### config.mk
export PLATFORM = sky130hd
export DESIGN_NAME = shift_unit_pipe_flat
export DESIGN_NICKNAME = d
export VERILOG_FILES = /design/src/rtl/shift_unit_pkg.sv /design/src/rtl/shift_unit_pipe_if.sv /design/src/rtl/shift_unit_layer.sv /design/src/rtl/shift_unit_pipe.sv /design/src/flat_wrapper.sv
export SDC_FILE = /design/constraint.sdc
export NUM_CORES = 1
export LEC_CHECK = 0
export CAP_MARGIN = 10
export CORE_ASPECT_RATIO = 0.7
export CORE_MARGIN = 4
export CORE_UTILIZATION = 33
export DETAILED_ROUTE_END_ITERATION = 10
export SYNTH_ARGS = -nofsm -noshare
export SYNTH_HDL_FRONTEND = slang
export SYNTH_HIERARCHICAL = 1
export SYNTH_SLANG_ARGS = --single-unit
export TNS_END_PERCENT = 5
### constraint.sdc
create_clock -name clock -period 8.15 [get_ports clock]
set_input_delay 1.63 -clock clock [delete_from_list [all_inputs] [get_ports clock]]
set_output_delay 1.63 -clock clock [all_outputs]
set_load 0.02 [all_outputs]
### src/rtl/shift_unit_pkg.sv
// Shared op codes and helpers for the pipelined barrel shifter.
// Op codes above OP_ROR are illegal and pass data through unchanged.
package shift_unit_pkg;

  localparam logic [2:0] OP_SLL = 3'b000;
  localparam logic [2:0] OP_SRL = 3'b001;
  localparam logic [2:0] OP_SRA = 3'b010;
  localparam logic [2:0] OP_ROL = 3'b011;
  localparam logic [2:0] OP_ROR = 3'b100;

  function automatic logic is_legal_op(input logic [2:0] op);
    return (op <= OP_ROR);
  endfunction

endpackage

### src/rtl/shift_unit_pipe_if.sv
// Request/response bundle of the shifter: valid/ready request side with
// operand, shift amount, op and tag; valid/ready result side.
interface shift_unit_pipe_if #(
  parameter int WIDTH = 32,
  parameter int TAG_W = 4
);
  localparam int SHAMT_W = $clog2(WIDTH);

  logic               in_valid;
  logic               in_ready;
  logic [WIDTH-1:0]   in_data;
  logic [SHAMT_W-1:0] in_shamt;
  logic [2:0]         in_op;
  logic [TAG_W-1:0]   in_tag;
  logic               out_valid;
  logic               out_ready;
  logic [WIDTH-1:0]   out_data;
  logic [TAG_W-1:0]   out_tag;
  logic               out_illegal;

  modport master (
    output in_valid, in_data, in_shamt, in_op, in_tag, out_ready,
    input  in_ready, out_valid, out_data, out_tag, out_illegal
  );

  modport slave (
    input  in_valid, in_data, in_shamt, in_op, in_tag, out_ready,
    output in_ready, out_valid, out_data, out_tag, out_illegal
  );
endinterface

### src/rtl/shift_unit_layer.sv
// One combinational mux layer: shifts or rotates by DIST when en is set.
// Illegal op codes leave the data untouched.
module shift_unit_layer
  import shift_unit_pkg::*;
#(
  parameter int WIDTH = 32,
  parameter int DIST  = 1
) (
  input  logic [WIDTH-1:0] data_in,
  input  logic             en,
  input  logic [2:0]       op,
  output logic [WIDTH-1:0] data_out
);

  always_comb begin
    data_out = data_in;
    if (en) begin
      case (op)
        OP_SLL:  data_out = {data_in[WIDTH-DIST-1:0], {DIST{1'b0}}};
        OP_SRL:  data_out = {{DIST{1'b0}}, data_in[WIDTH-1:DIST]};
        // The MSB survives every SRA layer, so it stays the correct sign.
        OP_SRA:  data_out = {{DIST{data_in[WIDTH-1]}}, data_in[WIDTH-1:DIST]};
        OP_ROL:  data_out = {data_in[WIDTH-DIST-1:0], data_in[WIDTH-1:WIDTH-DIST]};
        OP_ROR:  data_out = {data_in[DIST-1:0], data_in[WIDTH-1:DIST]};
        default: data_out = data_in;
      endcase
    end
  end

endmodule

### src/rtl/shift_unit_pipe.sv
// Elastic pipelined barrel shifter: one log2 layer per stage (PIPELINE=1)
// or all layers combinational into a single output register (PIPELINE=0).
module shift_unit_pipe
  import shift_unit_pkg::*;
#(
  parameter int WIDTH    = 32,
  parameter int PIPELINE = 1,
  parameter int TAG_W    = 4
) (
  input  logic          clock,
  input  logic          reset,
  shift_unit_pipe_if.slave bus
);

  localparam int SHAMT_W = $clog2(WIDTH);
  localparam int NS      = (PIPELINE != 0) ? SHAMT_W : 1;

  logic               vld_q   [NS];
  logic               vld_d   [NS];
  logic [WIDTH-1:0]   data_q  [NS];
  logic [WIDTH-1:0]   data_d  [NS];
  logic [SHAMT_W-1:0] shamt_q [NS];
  logic [SHAMT_W-1:0] shamt_d [NS];
  logic [2:0]         op_q    [NS];
  logic [2:0]         op_d    [NS];
  logic [TAG_W-1:0]   tag_q   [NS];
  logic [TAG_W-1:0]   tag_d   [NS];
  logic               ill_q   [NS];
  logic               ill_d   [NS];

  // chain_* is what each stage would load: the request for stage 0,
  // otherwise the contents of the stage before it.
  logic               chain_vld   [NS];
  logic [SHAMT_W-1:0] chain_shamt [NS];
  logic [2:0]         chain_op    [NS];
  logic [TAG_W-1:0]   chain_tag   [NS];
  logic               chain_ill   [NS];
  logic [WIDTH-1:0]   stage_in_dat [NS];
  logic               ld [NS];

  always_comb begin
    chain_vld[0]   = bus.in_valid;
    chain_shamt[0] = bus.in_shamt;
    chain_op[0]    = bus.in_op;
    chain_tag[0]   = bus.in_tag;
    chain_ill[0]   = !is_legal_op(bus.in_op);
    for (int k = 1; k < NS; k++) begin
      chain_vld[k]   = vld_q[k-1];
      chain_shamt[k] = shamt_q[k-1];
      chain_op[k]    = op_q[k-1];
      chain_tag[k]   = tag_q[k-1];
      chain_ill[k]   = ill_q[k-1];
    end
  end

  // Load enables ripple back from the consumer: a stage loads when empty
  // or when its successor frees it in the same cycle.
  always_comb begin
    ld[NS-1] = !vld_q[NS-1] || bus.out_ready;
    for (int k = NS - 2; k >= 0; k--) begin
      ld[k] = !vld_q[k] || ld[k+1];
    end
  end

  for (genvar k = 0; k < SHAMT_W; k++) begin : g_layer
    logic [WIDTH-1:0] l_in;
    logic [WIDTH-1:0] l_out;
    logic             l_en;
    logic [2:0]       l_op;

    if (PIPELINE != 0) begin : g_pipe
      if (k == 0) begin : g_first
        assign l_in = bus.in_data;
      end else begin : g_next
        assign l_in = data_q[k-1];
      end
      assign l_en = chain_shamt[k][k];
      assign l_op = chain_op[k];
    end else begin : g_comb
      if (k == 0) begin : g_first
        assign l_in = bus.in_data;
      end else begin : g_next
        assign l_in = g_layer[k-1].l_out;
      end
      assign l_en = chain_shamt[0][k];
      assign l_op = chain_op[0];
    end

    shift_unit_layer #(
      .WIDTH (WIDTH),
      .DIST  (1 << k)
    ) u_layer (
      .data_in  (l_in),
      .en       (l_en),
      .op       (l_op),
      .data_out (l_out)
    );
  end

  if (PIPELINE != 0) begin : g_stg_pipe
    for (genvar k = 0; k < NS; k++) begin : g_s
      assign stage_in_dat[k] = g_layer[k].l_out;
    end
  end else begin : g_stg_comb
    assign stage_in_dat[0] = g_layer[SHAMT_W-1].l_out;
  end

  always_comb begin
    for (int k = 0; k < NS; k++) begin
      vld_d[k]   = vld_q[k];
      data_d[k]  = data_q[k];
      shamt_d[k] = shamt_q[k];
      op_d[k]    = op_q[k];
      tag_d[k]   = tag_q[k];
      ill_d[k]   = ill_q[k];
      if (ld[k]) begin
        vld_d[k]   = chain_vld[k];
        data_d[k]  = stage_in_dat[k];
        shamt_d[k] = chain_shamt[k];
        op_d[k]    = chain_op[k];
        tag_d[k]   = chain_tag[k];
        ill_d[k]   = chain_ill[k];
      end
    end
  end

  always_ff @(posedge clock or posedge reset) begin
    if (reset) begin
      for (int k = 0; k < NS; k++) begin
        vld_q[k]   <= 1'b0;
        data_q[k]  <= '0;
        shamt_q[k] <= '0;
        op_q[k]    <= '0;
        tag_q[k]   <= '0;
        ill_q[k]   <= 1'b0;
      end
    end else begin
      for (int k = 0; k < NS; k++) begin
        vld_q[k]   <= vld_d[k];
        data_q[k]  <= data_d[k];
        shamt_q[k] <= shamt_d[k];
        op_q[k]    <= op_d[k];
        tag_q[k]   <= tag_d[k];
        ill_q[k]   <= ill_d[k];
      end
    end
  end

  assign bus.in_ready    = ld[0];
  assign bus.out_valid   = vld_q[NS-1];
  assign bus.out_data    = data_q[NS-1];
  assign bus.out_tag     = tag_q[NS-1];
  assign bus.out_illegal = ill_q[NS-1];

endmodule
### src/flat_wrapper.sv
// flat-port wrapper written by rule: the top's interface ports become plain ports
module shift_unit_pipe_flat import shift_unit_pkg::*;
#(
  parameter int WIDTH    = 32,
  parameter int PIPELINE = 1,
  parameter int TAG_W    = 4
)
  (clock, reset, bus_in_valid, bus_in_data, bus_in_shamt, bus_in_op, bus_in_tag, bus_out_ready, bus_in_ready, bus_out_valid, bus_out_data, bus_out_tag, bus_out_illegal);
  shift_unit_pipe_if #(.WIDTH(WIDTH), .TAG_W(TAG_W)) bus_i ();
  input  logic clock;
  input  logic reset;
  input wire logic [$bits(bus_i.in_valid)-1:0] bus_in_valid;
  input wire logic [$bits(bus_i.in_data)-1:0] bus_in_data;
  input wire logic [$bits(bus_i.in_shamt)-1:0] bus_in_shamt;
  input wire logic [$bits(bus_i.in_op)-1:0] bus_in_op;
  input wire logic [$bits(bus_i.in_tag)-1:0] bus_in_tag;
  input wire logic [$bits(bus_i.out_ready)-1:0] bus_out_ready;
  output wire logic [$bits(bus_i.in_ready)-1:0] bus_in_ready;
  output wire logic [$bits(bus_i.out_valid)-1:0] bus_out_valid;
  output wire logic [$bits(bus_i.out_data)-1:0] bus_out_data;
  output wire logic [$bits(bus_i.out_tag)-1:0] bus_out_tag;
  output wire logic [$bits(bus_i.out_illegal)-1:0] bus_out_illegal;
  assign bus_i.in_valid = bus_in_valid;
  assign bus_i.in_data = bus_in_data;
  assign bus_i.in_shamt = bus_in_shamt;
  assign bus_i.in_op = bus_in_op;
  assign bus_i.in_tag = bus_in_tag;
  assign bus_i.out_ready = bus_out_ready;
  assign bus_in_ready = bus_i.in_ready;
  assign bus_out_valid = bus_i.out_valid;
  assign bus_out_data = bus_i.out_data;
  assign bus_out_tag = bus_i.out_tag;
  assign bus_out_illegal = bus_i.out_illegal;
  shift_unit_pipe #(.WIDTH(WIDTH), .PIPELINE(PIPELINE), .TAG_W(TAG_W)) u_core (.clock(clock), .reset(reset), .bus(bus_i));
endmodule
After elaboration in Yosys (flattened, before gate mapping) --
Index checks and enable logic that the tools add are counted.
Storage, ports and cells: input port bits 48, register bits after elaboration 222
Operators by class: mux-type cells 10, reductions and logical operators 17, eq/ne operators 20, $lt $le $gt $ge 1
Operator list (number):
- $pmux W32 S5 | 4
- $mux W32 | 5
- $pmux W32 S4 | 1
- $eq A3 B2 Y1 const B | 10
- $eq A3 B1 Y1 const B | 5
- $eq A3 B3 Y1 const B | 5
- $logic_not A3 Y1 | 5
- $logic_not A1 Y1 | 6
- $logic_or A1 B1 Y1 | 5
- $le A3 B3 Y1 const B | 1
- $reduce_or A2 Y1 | 1

Depth between registers and ports, before layout --
word-level depth 6, gate-level depth with buffers 8

Modules after synthesis --
The synthesis kept the hierarchy.
Modules (own cells, without submodules):
- shift_unit_pipe | seq. area each 5305.1 um^2, area each 8021.4 um^2, cells each 544, instances 1
- shift_unit_layer at u_core.g_layer[3].u_layer | seq. area each 0.0 um^2, area each 1121.1 um^2, cells each 161, instances 1
- shift_unit_layer at u_core.g_layer[2].u_layer | seq. area each 0.0 um^2, area each 1097.3 um^2, cells each 163, instances 1
- shift_unit_layer at u_core.g_layer[1].u_layer | seq. area each 0.0 um^2, area each 1087.3 um^2, cells each 164, instances 1
- shift_unit_layer at u_core.g_layer[0].u_layer | seq. area each 0.0 um^2, area each 1079.8 um^2, cells each 174, instances 1
- shift_unit_layer at u_core.g_layer[4].u_layer | seq. area each 0.0 um^2, area each 680.7 um^2, cells each 82, instances 1

Worst setup path after synthesis --
No wires, ideal clock.
kind input to output, start point in bus_out_ready, end point out bus_in_ready, data arrival time 2557 ps, required time 6520 ps, setup slack 3963 ps, stages on the path 6, path through and4b_1 -> buf_6 -> and3_1 -> buf_6 -> buf_6 -> inv_1
Between the ends: cells in the longest elaborated chain, start to end 5
RTL lines:
- from (decl) | line flat_wrapper.sv:17 | input wire logic [$bits(bus_i.out_ready)-1:0] bus_out_ready;
- $logic_or A1 B1 Y1 | line shift_unit_pipe.sv:59 | ld[NS-1] = !vld_q[NS-1] || bus.out_ready;
- $logic_or A1 B1 Y1 (4 in a row) | line shift_unit_pipe.sv:61 | ld[k] = !vld_q[k] || ld[k+1];
- to (decl) | line flat_wrapper.sv:18 | output wire logic [$bits(bus_i.in_ready)-1:0] bus_in_ready;
Every way passes these cells.

Worst setup path after layout --
Same ends and word-level chain as after synthesis.

==> flow_summary_export.csv <==
group,metric,value,unit
sta,grt_setup_unrepaired,"no",
global_routing,pin_count_of_the_biggest_net_entering_global_routing,126,
placement,numPlacedInstances,1789,
final_layout,antenna_cells,0,
worst_setup_path,crit_fanout,44,
yosys,yosys_warnings,6,
worst_setup_path,timing.critical_path.arrival,3.66,ns
yosys,yosysTopAreaCell,"dfrtp_1",
global_routing,grt_util_met2,22.8,%
global_routing,grt.overflow.total,0,
sta,post-route-min-period,5.29,ns
pwr,power.switching,1.79,mW
pwr,power_density,321,nW/um^2
yosys,syn_area,13100,sq um
placement,post-dp-hpwl,22.9,mm
sta,hold_viol,0,
clock_tree,insertion_delay,0.54,ns
drt,num_vias,10500,
die,rows,60,
drt,drt-wirelength-per-cell,19.0,um
yosys,synthesis.nets,1336,
final_layout,layout.cells.most_common,"dfrtp_1",
sta,final_max_slew_viol_count,0,
yosys,syn_inst,1288,
global_routing,number_of_antenna_violations_at_the_first_check_in_global_routing,0,
drt,vias_per_cell,5.71,
drt,detailedRoute.firstIterationViolations,1224,
pwr,static_leakage,5.64,nW
global_routing,grt_most_used_layer,"met1",
die,floorplan.io_pins,87,
sta,setup_viol,0,
yosys,synth.area.top_cells,"dfrtp_1 41%, mux2_2 12%, o211ai_1 6.5%",
pwr,netSwitchingFraction,37.6,%
die,design.core.area,38800,sq um
die,fp.dieW,246,um
yosys,synth_sequential_area_ratio,40.5,%
sta,setup-tns-final,0,ns
pwr,clock_power_share,22.5,%
global_routing,global_route.usage.total,15.8,%
yosys,netlist-cell-type-count,52,
die,starting_utilization_of_the_core_area,33.7,%
clock_tree,cts_repair_resize_count,0,
worst_setup_path,crit_path_start_kind,"input pin",
worst_setup_path,worstRegToRegCells,6,
global_routing,grt_use_met1,24.6,%
clock_tree,h-tree-depth,1,
sta,worst_hold_slack,0.466,ns
clock_tree,cts_tree,"built",
final_layout,fin_util,38.2,%
worst_setup_path,worstPathRequired,6.52,ns
placement,place_congestion,0.858,
final_layout,nNetsFinal,1336,
yosys,yosys_most_used_dff,"dfrtp_1",
die,fp.dieH,175,um
job,maxCapViolations,0,
yosys,synth.avg_cell_area,10.2,sq um
clock_tree,root_buf_cell,"clkbuf_16",
global_routing,vias_in_the_first_global_route,9972,
sta,tightestPinTransition,1.18,ns
worst_setup_path,critPathCaptureType,"output pin",
yosys,synth_largest_type_area_fraction,40.5,%
sta,max_freq,0.189,GHz
final_layout,final_cell_mix,"212 x dfrtp_1, 143 x nand2_1, 136 x mux2_2, 127 x a21oi_1, 126 x a31oi_1",
sta,clock_skew,0.0251,ns
final_layout,final.fill_count,3836,
pwr,seqPwrFrac,37.1,%
clock_tree,cts_post_setup_buffers_inserted,0,
yosys,synth_enable_flop_cells,0,
placement,count_of_input_and_output_buffers,86,
die,die_area,43000,sq um
final_layout,final_layout_size_suffix_gt1_share,21.0,%
pwr,share_comb_of_total_power,40.4,%
sta,post-route-period-util,64.9,%
clock_tree,cts_buffers,23,
run_status,result_of_the_run,"finished, final reports clean",
clock_tree,clockBufferDepth,3,
drt,post_route_ant_nets,0,
final_layout,final_cell_count_without_fillers,1832,
hold_path,whs_path_depth,1,
hold_path,hold_class,"reg2reg",
drt,drt_first_pass_iters,6,
pwr,p_int,2.97,mW
yosys,async_reset_ff_share,100,%
global_routing,grtUsageMet3,3.02,%
yosys,synth-seq-cells,212,
clock_tree,cts.sink_count,212,
placement,dp_worst_setup_slack,2.87,ns
sta,slew_headroom,21.2,%
drt,detail_route.wirelength,34.7,mm
drt,drc,0,
sta,final.setup.worst_slack,2.86,ns
clock_tree,clkSlewWorstSetupHoldPaths,0.06,ns
worst_setup_path,timing.setup.critical_path_class,"in2out",
final_layout,area_growth,13.3,%
pwr,power.ir.vdd_worst,0.172,mV
global_routing,grt_pass1_wl,56.9,mm
clock_tree,cts.hold.buffers_added,0,
layout make-up:
class | instances | area (sq um) | area share, %
clock buffers | 32 | 649 | 4.38
clock inverters | 10 | 123 | 0.827
inverters | 5 | 26.3 | 0.177
multi-input cells | 933 | 6980 | 47.1
flip-flops and latches | 212 | 5310 | 35.8
well taps | 527 | 659 | 4.45
repair buffers | 113 | 1080 | 7.31
sequential cells by signal, indices dropped and copies added, names as in the netlist:
| signal | count |
|---|---|
| u_core/g_layer.l_in | 128 |
| u_core/bus.out_data | 32 |
| u_core/chain_tag | 16 |
| u_core/g_layer.l_op | 12 |
| u_core/chain_shamt | 10 |
| u_core/bus.out_tag | 4 |
| u_core/chain_ill | 4 |
| u_core/chain_vld | 4 |
| u_core/bus.out_illegal | 1 |
| u_core/bus.out_valid | 1 |
logic make-up (layout without fill, tap and decap cells):
logic type	Yosys count	count (layout)	share of synthesized area [%]
AO/OA/AOI/OAI	434	434	21.2
XOR/XNOR	8	8	1.22
buffers and inverters	143	160	6.31
flip-flops	212	212	40.5
multiplexers	196	196	18.3
AND/OR/NAND/NOR	295	295	12.4
power groups by stage:
stage	combinational (mW)	clock, mW	sequential [mW]
floorplan	1.36	0	1.76
global placement	1.87	0	1.77
detailed placement	1.91	0	1.78
CTS	1.91	1.10	1.77
global route	2.09	1.15	1.82
finish	1.92	1.07	1.76
Yosys cell counts (3+ instances only):
master     number
dfrtp_1       212
a31oi_1       126
and2_1          5
o21ai_0         6
o211ai_1      113
nor2_1          3
mux2_1          7
buf_4          10
a21oi_1       127
buf_6          25
nand2b_1        7
inv_1           5
nand2_1       143
nor2b_1        22
a2bb2oi_1      15
o21ai_1        16
a22oi_1        14
o21ai_2         4
mux2_4         51
mux2_2        136
buf_2          51
clkbuf_1       50
nand3b_1       99
o22ai_1         3
and3b_1         5
metrics by stage:
stage | cell area (sq um) | total power [mW]
4_1_cts | 14800 | 4.78
5_1_grt | 14800 | 5.06
6_report | 14800 | 4.76
2_1_floorplan | 13100 | 3.11
3_5_place_dp | 14000 | 3.69
3_3_place_gp | 14000 | 3.64
layer usage:
metal  part of all wire [%]  wire length (um)
met3                    6.6              2280
met4                    1.5               506
met5                      0                 0
met1                     48             16800
met2                     44             15100
worst max-delay path, cell delays in order:
cell and delay, ns:
clkdlybuf4s50_1 0.45, and4b_1 0.28, buf_4 0.41, and3_2 0.29, inv_1 0.04, clkdlybuf4s50_1 0.53
worst paths after layout:
path | from | to | slack (ns)
setup / recovery | bus_out_ready | bus_in_ready | 2.86
hold / removal | u_core/chain_vld[3]$_DFFE_PP0P_ | u_core/chain_vld[2]$_DFFE_PP0P_ | 0.47
setup reg to reg | u_core/g_layer[1].l_op[1]$_DFFE_PP0P_ | u_core/g_layer[2].l_in[17]$_DFFE_PP0P_ | 5.28
hold reg to reg | u_core/chain_vld[3]$_DFFE_PP0P_ | u_core/chain_vld[2]$_DFFE_PP0P_ | 0.47
max in group asynchronous | reset | u_core/g_layer[4].l_in[1]$_DFFE_PP0P_ | 5.15
min in group asynchronous | reset | u_core/chain_shamt[17]$_DFFE_PP0P_ | 1.66
(Power assumes the default switching activity.)
